$ cat src/rtl/alu_pkg.sv
// Shared definitions for the ALU and its two-port arbiter:
// default widths, ALU control encodings and arbiter state encoding.
package alu_pkg;

  localparam int DEFAULT_WIDTH = 16;
  localparam int DEFAULT_OPW   = 4;

  localparam logic [DEFAULT_OPW-1:0] ALU_AND = 4'b0000;
  localparam logic [DEFAULT_OPW-1:0] ALU_OR  = 4'b0001;
  localparam logic [DEFAULT_OPW-1:0] ALU_ADD = 4'b0010;
  localparam logic [DEFAULT_OPW-1:0] ALU_SUB = 4'b0110;
  localparam logic [DEFAULT_OPW-1:0] ALU_SLT = 4'b0111;

  typedef enum logic {
    ST_ARB    = 1'b0,
    ST_LOCKED = 1'b1
  } state_t;

endpackage

$ cat src/rtl/alu.sv
// Combinational ALU: AND, OR, ADD, SUB, unsigned SLT; unknown codes add.
// Arithmetic wraps modulo 2^WIDTH with no carry/overflow output.
module alu
  import alu_pkg::*;
#(
  parameter int WIDTH = DEFAULT_WIDTH,
  parameter int OPW   = DEFAULT_OPW
) (
  input  logic [WIDTH-1:0] a,
  input  logic [WIDTH-1:0] b,
  input  logic [OPW-1:0]   alu_cntrl,
  output logic [WIDTH-1:0] result,
  output logic             zero
);

  always_comb begin
    result = a + b;
    case (alu_cntrl)
      ALU_AND: result = a & b;
      ALU_OR:  result = a | b;
      ALU_ADD: result = a + b;
      ALU_SUB: result = a - b;
      ALU_SLT: result = {{(WIDTH-1){1'b0}}, (a < b)};
      default: result = a + b;
    endcase
  end

  assign zero = (result == '0);

endmodule

$ cat src/rtl/alu_arbiter.sv
// Round-robin arbiter sharing one ALU between two valid/ready requesters,
// with an optional grant lock and a one-entry result register.
module alu_arbiter
  import alu_pkg::*;
#(
  parameter int WIDTH = DEFAULT_WIDTH,
  parameter int OPW   = DEFAULT_OPW
) (
  input  logic             clk,
  input  logic             reset,
  input  logic             req0_valid,
  output logic             req0_ready,
  input  logic [WIDTH-1:0] req0_a,
  input  logic [WIDTH-1:0] req0_b,
  input  logic [OPW-1:0]   req0_op,
  input  logic             req0_lock,
  input  logic             req1_valid,
  output logic             req1_ready,
  input  logic [WIDTH-1:0] req1_a,
  input  logic [WIDTH-1:0] req1_b,
  input  logic [OPW-1:0]   req1_op,
  input  logic             req1_lock,
  output logic             rsp_valid,
  input  logic             rsp_ready,
  output logic [WIDTH-1:0] rsp_result,
  output logic             rsp_zero,
  output logic             rsp_id,
  output logic             locked
);

  state_t           state, state_next;
  logic             owner, owner_next;
  logic             last_grant;
  logic             slot_free;
  logic             grant0, grant1;
  logic             acc0, acc1, accept, acc_lock;
  logic [WIDTH-1:0] alu_a, alu_b, alu_result;
  logic [OPW-1:0]   alu_op;
  logic             alu_zero;

  assign slot_free = !rsp_valid || rsp_ready;

  // In LOCKED only the owner may win; in ARB a tie goes away from last_grant.
  always_comb begin
    grant0 = 1'b0;
    grant1 = 1'b0;
    if (state == ST_LOCKED) begin
      grant0 = req0_valid && !owner;
      grant1 = req1_valid && owner;
    end else begin
      grant0 = req0_valid && (!req1_valid || last_grant);
      grant1 = req1_valid && (!req0_valid || !last_grant);
    end
  end

  assign req0_ready = slot_free && grant0 && !reset;
  assign req1_ready = slot_free && grant1 && !reset;
  assign acc0       = req0_valid && req0_ready;
  assign acc1       = req1_valid && req1_ready;
  assign accept     = acc0 || acc1;
  assign acc_lock   = acc1 ? req1_lock : req0_lock;

  assign alu_a  = grant1 ? req1_a  : req0_a;
  assign alu_b  = grant1 ? req1_b  : req0_b;
  assign alu_op = grant1 ? req1_op : req0_op;

  alu #(
    .WIDTH (WIDTH),
    .OPW   (OPW)
  ) u_alu (
    .a         (alu_a),
    .b         (alu_b),
    .alu_cntrl (alu_op),
    .result    (alu_result),
    .zero      (alu_zero)
  );

  always_comb begin
    state_next = state;
    owner_next = owner;
    case (state)
      ST_ARB: begin
        if (accept && acc_lock) begin
          state_next = ST_LOCKED;
          owner_next = acc1;
        end
      end
      ST_LOCKED: begin
        if (accept && !acc_lock) state_next = ST_ARB;
      end
      default: state_next = ST_ARB;
    endcase
  end

  always_ff @(posedge clk or posedge reset) begin
    if (reset) begin
      state      <= ST_ARB;
      owner      <= 1'b0;
      last_grant <= 1'b1;
    end else begin
      state <= state_next;
      owner <= owner_next;
      if (accept) last_grant <= acc1;
    end
  end

  // A drain without a new acceptance only clears valid; data stays put.
  always_ff @(posedge clk or posedge reset) begin
    if (reset) begin
      rsp_valid  <= 1'b0;
      rsp_result <= '0;
      rsp_zero   <= 1'b0;
      rsp_id     <= 1'b0;
    end else if (accept) begin
      rsp_valid  <= 1'b1;
      rsp_result <= alu_result;
      rsp_zero   <= alu_zero;
      rsp_id     <= acc1;
    end else if (rsp_ready) begin
      rsp_valid  <= 1'b0;
    end
  end

  assign locked = (state == ST_LOCKED);

endmodule

$ cat config.mk
export PLATFORM = sky130hd
export DESIGN_NAME = alu_arbiter
export DESIGN_NICKNAME = d
export VERILOG_FILES = /design/src/rtl/alu_pkg.sv /design/src/rtl/alu.sv /design/src/rtl/alu_arbiter.sv
export SDC_FILE = /design/constraint.sdc
export NUM_CORES = 1
export LEC_CHECK = 0
export CAP_MARGIN = 20
export CORE_ASPECT_RATIO = 1.5
export CORE_MARGIN = 10
export CORE_UTILIZATION = 45
export DETAILED_ROUTE_END_ITERATION = 8
export DONT_BUFFER_PORTS = 1
export GPL_ROUTABILITY_DRIVEN = 0
export PLACE_DENSITY_LB_ADDON = 0.25
export SLEW_MARGIN = 20
export SYNTH_ARGS = -nofsm -noshare
export SYNTH_HDL_FRONTEND = slang
export SYNTH_HIERARCHICAL = 1
export SYNTH_SLANG_ARGS = --single-unit
$ cat constraint.sdc
create_clock -name clk -period 12.9 [get_ports clk]
set_clock_uncertainty 0.05 [all_clocks]
set_input_delay 2.58 -clock clk [delete_from_list [all_inputs] [get_ports clk]]
set_output_delay 2.58 -clock clk [all_outputs]
set_load 0.02 [all_outputs]
==> impl_results.rst <==
.. list-table::
   :header-rows: 1

   * - Metric
     - Value
   * - Drt pass-1 iters
     - 6
   * - Post-synthesis net count
     - 617
   * - Post-Route Utilization
     - 48.63%
   * - Net total in the final layout
     - 601
   * - Root Buffer
     - sky130_fd_sc_hd__clkbuf_16
   * - Buffer count from post-CTS setup fixing
     - 0
   * - Outcome
     - finished clean
   * - Hold crit path type
     - register to register
   * - Final number of hold-violating endpoints
     - 0
   * - Port buffer count
     - 0
   * - Largest net degree at the start of global routing
     - 36
   * - CTS buffer count
     - 3
   * - Max Buffers Root-to-Sink
     - 2
   * - Final min period
     - 6.476 ns
   * - Clock-pin slew on the worst setup and hold paths
     - 0.06 ns
   * - Remaining antenna violation count
     - 0
   * - Slew at the pin with the worst max-slew slack
     - 1.108 ns
   * - Leading register cell type out of synthesis
     - sky130_fd_sc_hd__dfrtp_1
   * - First-pass GRT wire length
     - 19490 um
   * - Critical Path Source Type
     - input pin
   * - Final setup fails
     - 0
   * - Normalized max-slew margin
     - 25.85%
   * - Setup repair after global routing missed its margin
     - false
   * - Maximum frequency from static timing analysis
     - ~0.15 GHz
   * - Initial antenna violation count
     - 0
   * - Floorplan die area
     - 0.01304 mm2
   * - Setup total negative slack
     - 0 ns
   * - Detail-routed via count per cell
     - 6.400
   * - Synthesized cell area
     - 0.003964 mm2
   * - Die extent in y
     - ~130 um
   * - Most common cell after layout, fill and taps aside
     - sky130_fd_sc_hd__mux2_2
   * - Final std cells w/o fill
     - 575
   * - DRC errors left
     - 0
   * - Max-cap viol count
     - 0
   * - Arr. time, crit path
     - 6.57 ns
   * - Post-cts sizing count
     - 0
   * - Count of H-tree levels built during CTS
     - 1
   * - Row count
     - 41
   * - Routed WL per cell
     - 20.67 um
   * - Total Wirelength
     - 11890 um
   * - Number of top-level pins
     - 101
   * - Final HPWL from detailed placement
     - 9546 um
   * - Total overflow reported by the global router
     - 0
   * - Warnings from Yosys
     - 6
   * - Worst vdd rail ir drop
     - 0.0001140 V
   * - Async set or reset register ratio after synthesis
     - 100.0%
   * - Layout overhead on the synthesized area
     - 4.482%
   * - Leakage power of the design
     - 1.816 nW
   * - Starting density of the core
     - between 40% and 50%
   * - Area of the placeable core
     - 0.008516 mm2
   * - Dpl cells
     - 570
   * - Commonest non-fill, non-tap cells in the layout
     - 53 x sky130_fd_sc_hd__mux2_2, 51 x sky130_fd_sc_hd__ha_1, 46 x sky130_fd_sc_hd__inv_1, 28 x sky130_fd_sc_hd__a21oi_1
   * - Minimum setup slack among reg-to-reg paths
     - 8.13 ns
   * - Total power density per cell area
     - 215.7 mW/mm2
   * - Number of DRC violations after detailed-routing iteration 0
     - 309
   * - Startpoint of the lowest-slack hold path
     - last_grant
   * - GRT Resource Usage Total
     - 17.33%
   * - Worst skew pair latency
     - ~0.26 ns
   * - TritonCTS clock tree
     - built
   * - Post-synthesis cell count
     - 485
   * - Antenna Diode Count
     - 0
   * - Avg Synthesized Cell Area
     - 8.173 um2
   * - Die X-Extent
     - 96.63 um
   * - CTS sink count
     - 22
   * - Number of distinct library cells after synthesis
     - 76
   * - Sequential element share of the synthesized area
     - 13.92%
   * - Critical Path RT
     - 12.99 ns
   * - Vias
     - 3680
   * - Final worst path period share
     - 50.20%
   * - Total of fill cells in the finished design
     - 865
   * - Number of global-route vias before repair
     - 3885
   * - Design Area, Final
     - approximately 0.0041 mm2
   * - Number of hold-repair buffers added at the cts stage
     - 0
   * - Crit Path Max Fanout
     - 22
   * - Number of storage elements in the synthesis netlist
     - 22
   * - Max-slew violation total from the final report
     - 0
   * - Area post-placement
     - between 0.004 and 0.005 mm2
   * - Category of the worst setup path capture point
     - register
   * - Crit Path Class
     - input pin to register
   * - Number of flops mapped to enable cells by yosys
     - 0
   * - Proportion of layout cells with a drive suffix above 1
     - around 17%
   * - Start point of the critical path
     - req0_valid
power breakdown:
part / switching, mW / total [mW] / internal [mW]
sequential: 0.0661 / 0.170 / 0.104
combinational: 0.368 / 0.635 / 0.267
clock: 0.0270 / 0.0886 / 0.0617
sequential cells by signal (all words and copies together), names as in the netlist, named ones only:
signal and cells:
owner 1, rsp_valid 1, rsp_id 1, rsp_result 16
rsp_zero 1, last_grant 1
synth_stat cells (all sizes together), types with 4 or more instances:
cell type / number / area (um2)
buf: 8 / 46.29
nor2b: 17 / 106.4
clkbuf: 17 / 63.81
a211oi: 6 / 45.04
or4: 4 / 30.03
mux2: 53 / 596.8
inv: 47 / 176.4
a21oi: 28 / 140.1
dfrtp: 21 / 525.5
o21ai: 26 / 130.1
o22ai: 4 / 25.02
ha: 51 / 638.1
nor2: 27 / 101.4
nor3b: 5 / 37.54
nor4: 6 / 52.55
o211ai: 10 / 75.07
nor3: 13 / 65.06
o31ai: 4 / 30.03
a21o: 11 / 82.58
nand2b: 5 / 31.28
nand4: 4 / 25.02
nand3: 10 / 50.05
nand2: 27 / 101.4
area by class of cell:
class	count	area, um2	area share (%)
well taps	107	133.9	3.233
repair buffers	4	33.78	0.8157
clock buffers	3	75.07	1.813
clock inverters	1	30.03	0.7251
flip-flops and latches	22	551.8	13.32
inverters	47	176.4	4.260
multi-input cells	391	3141	75.83
per-layer routing:
layer	part of all wire, %	GRT usage [%]
met5	0	0
met4	4.4	8.964
met3	7.3	3.882
met2	52	31.45
met1	37	18.20
path summary, 6_finish.rpt:
kind | cells past startpoint | end
min in group asynchronous | 1 | rsp_id
worst max-delay path | 15 | rsp_zero
worst min register to register | 1 | last_grant
worst min-delay path | 1 | last_grant
worst max register to register | 15 | rsp_zero
max in group asynchronous | 1 | rsp_result[12]
critical path, stage by stage:
cell and delay [ns]:
sky130_fd_sc_hd__nand2_1 0.03, sky130_fd_sc_hd__o211ai_1 0.22, sky130_fd_sc_hd__buf_4 0.32, sky130_fd_sc_hd__mux2_2 0.40, sky130_fd_sc_hd__inv_1 0.08, sky130_fd_sc_hd__ha_1 0.37, sky130_fd_sc_hd__nor4_1 0.80, sky130_fd_sc_hd__o31ai_1 0.23
sky130_fd_sc_hd__nand3_1 0.14, sky130_fd_sc_hd__a221oi_1 0.14, sky130_fd_sc_hd__o31ai_1 0.30, sky130_fd_sc_hd__a2111oi_0 0.16, sky130_fd_sc_hd__a21oi_1 0.28, sky130_fd_sc_hd__and4bb_1 0.24, sky130_fd_sc_hd__mux2_2 0.26
cell families (layout without fill, tap and decap cells):
logic type / after synthesis / count (layout) / synth area share (%)
AND/OR/NAND/NOR: 139 / 139 / 19.76
adder cells (fa/ha/maj): 53 / 53 / 17.11
XOR/XNOR: 5 / 5 / 1.105
AO/OA/AOI/OAI: 138 / 138 / 25.06
buffers and inverters: 72 / 55 / 7.228
multiplexers: 56 / 56 / 15.81
flip-flops: 22 / 22 / 13.92
through the flow:
step | hold WS (ns) | setup WS [ns] | power, mW
finish | 0.4771 | 6.424 | 0.8933
global route | 0.4958 | 6.147 | 0.9689
CTS | 0.4776 | 6.443 | 0.8862
detailed placement | 0.4684 | 6.256 | 0.7952
global placement | 0.4615 | 6.288 | 0.7813
floorplan | 0.4487 | 6.509 | 0.6490
Note: power is estimated with default switching activity, not from simulation.
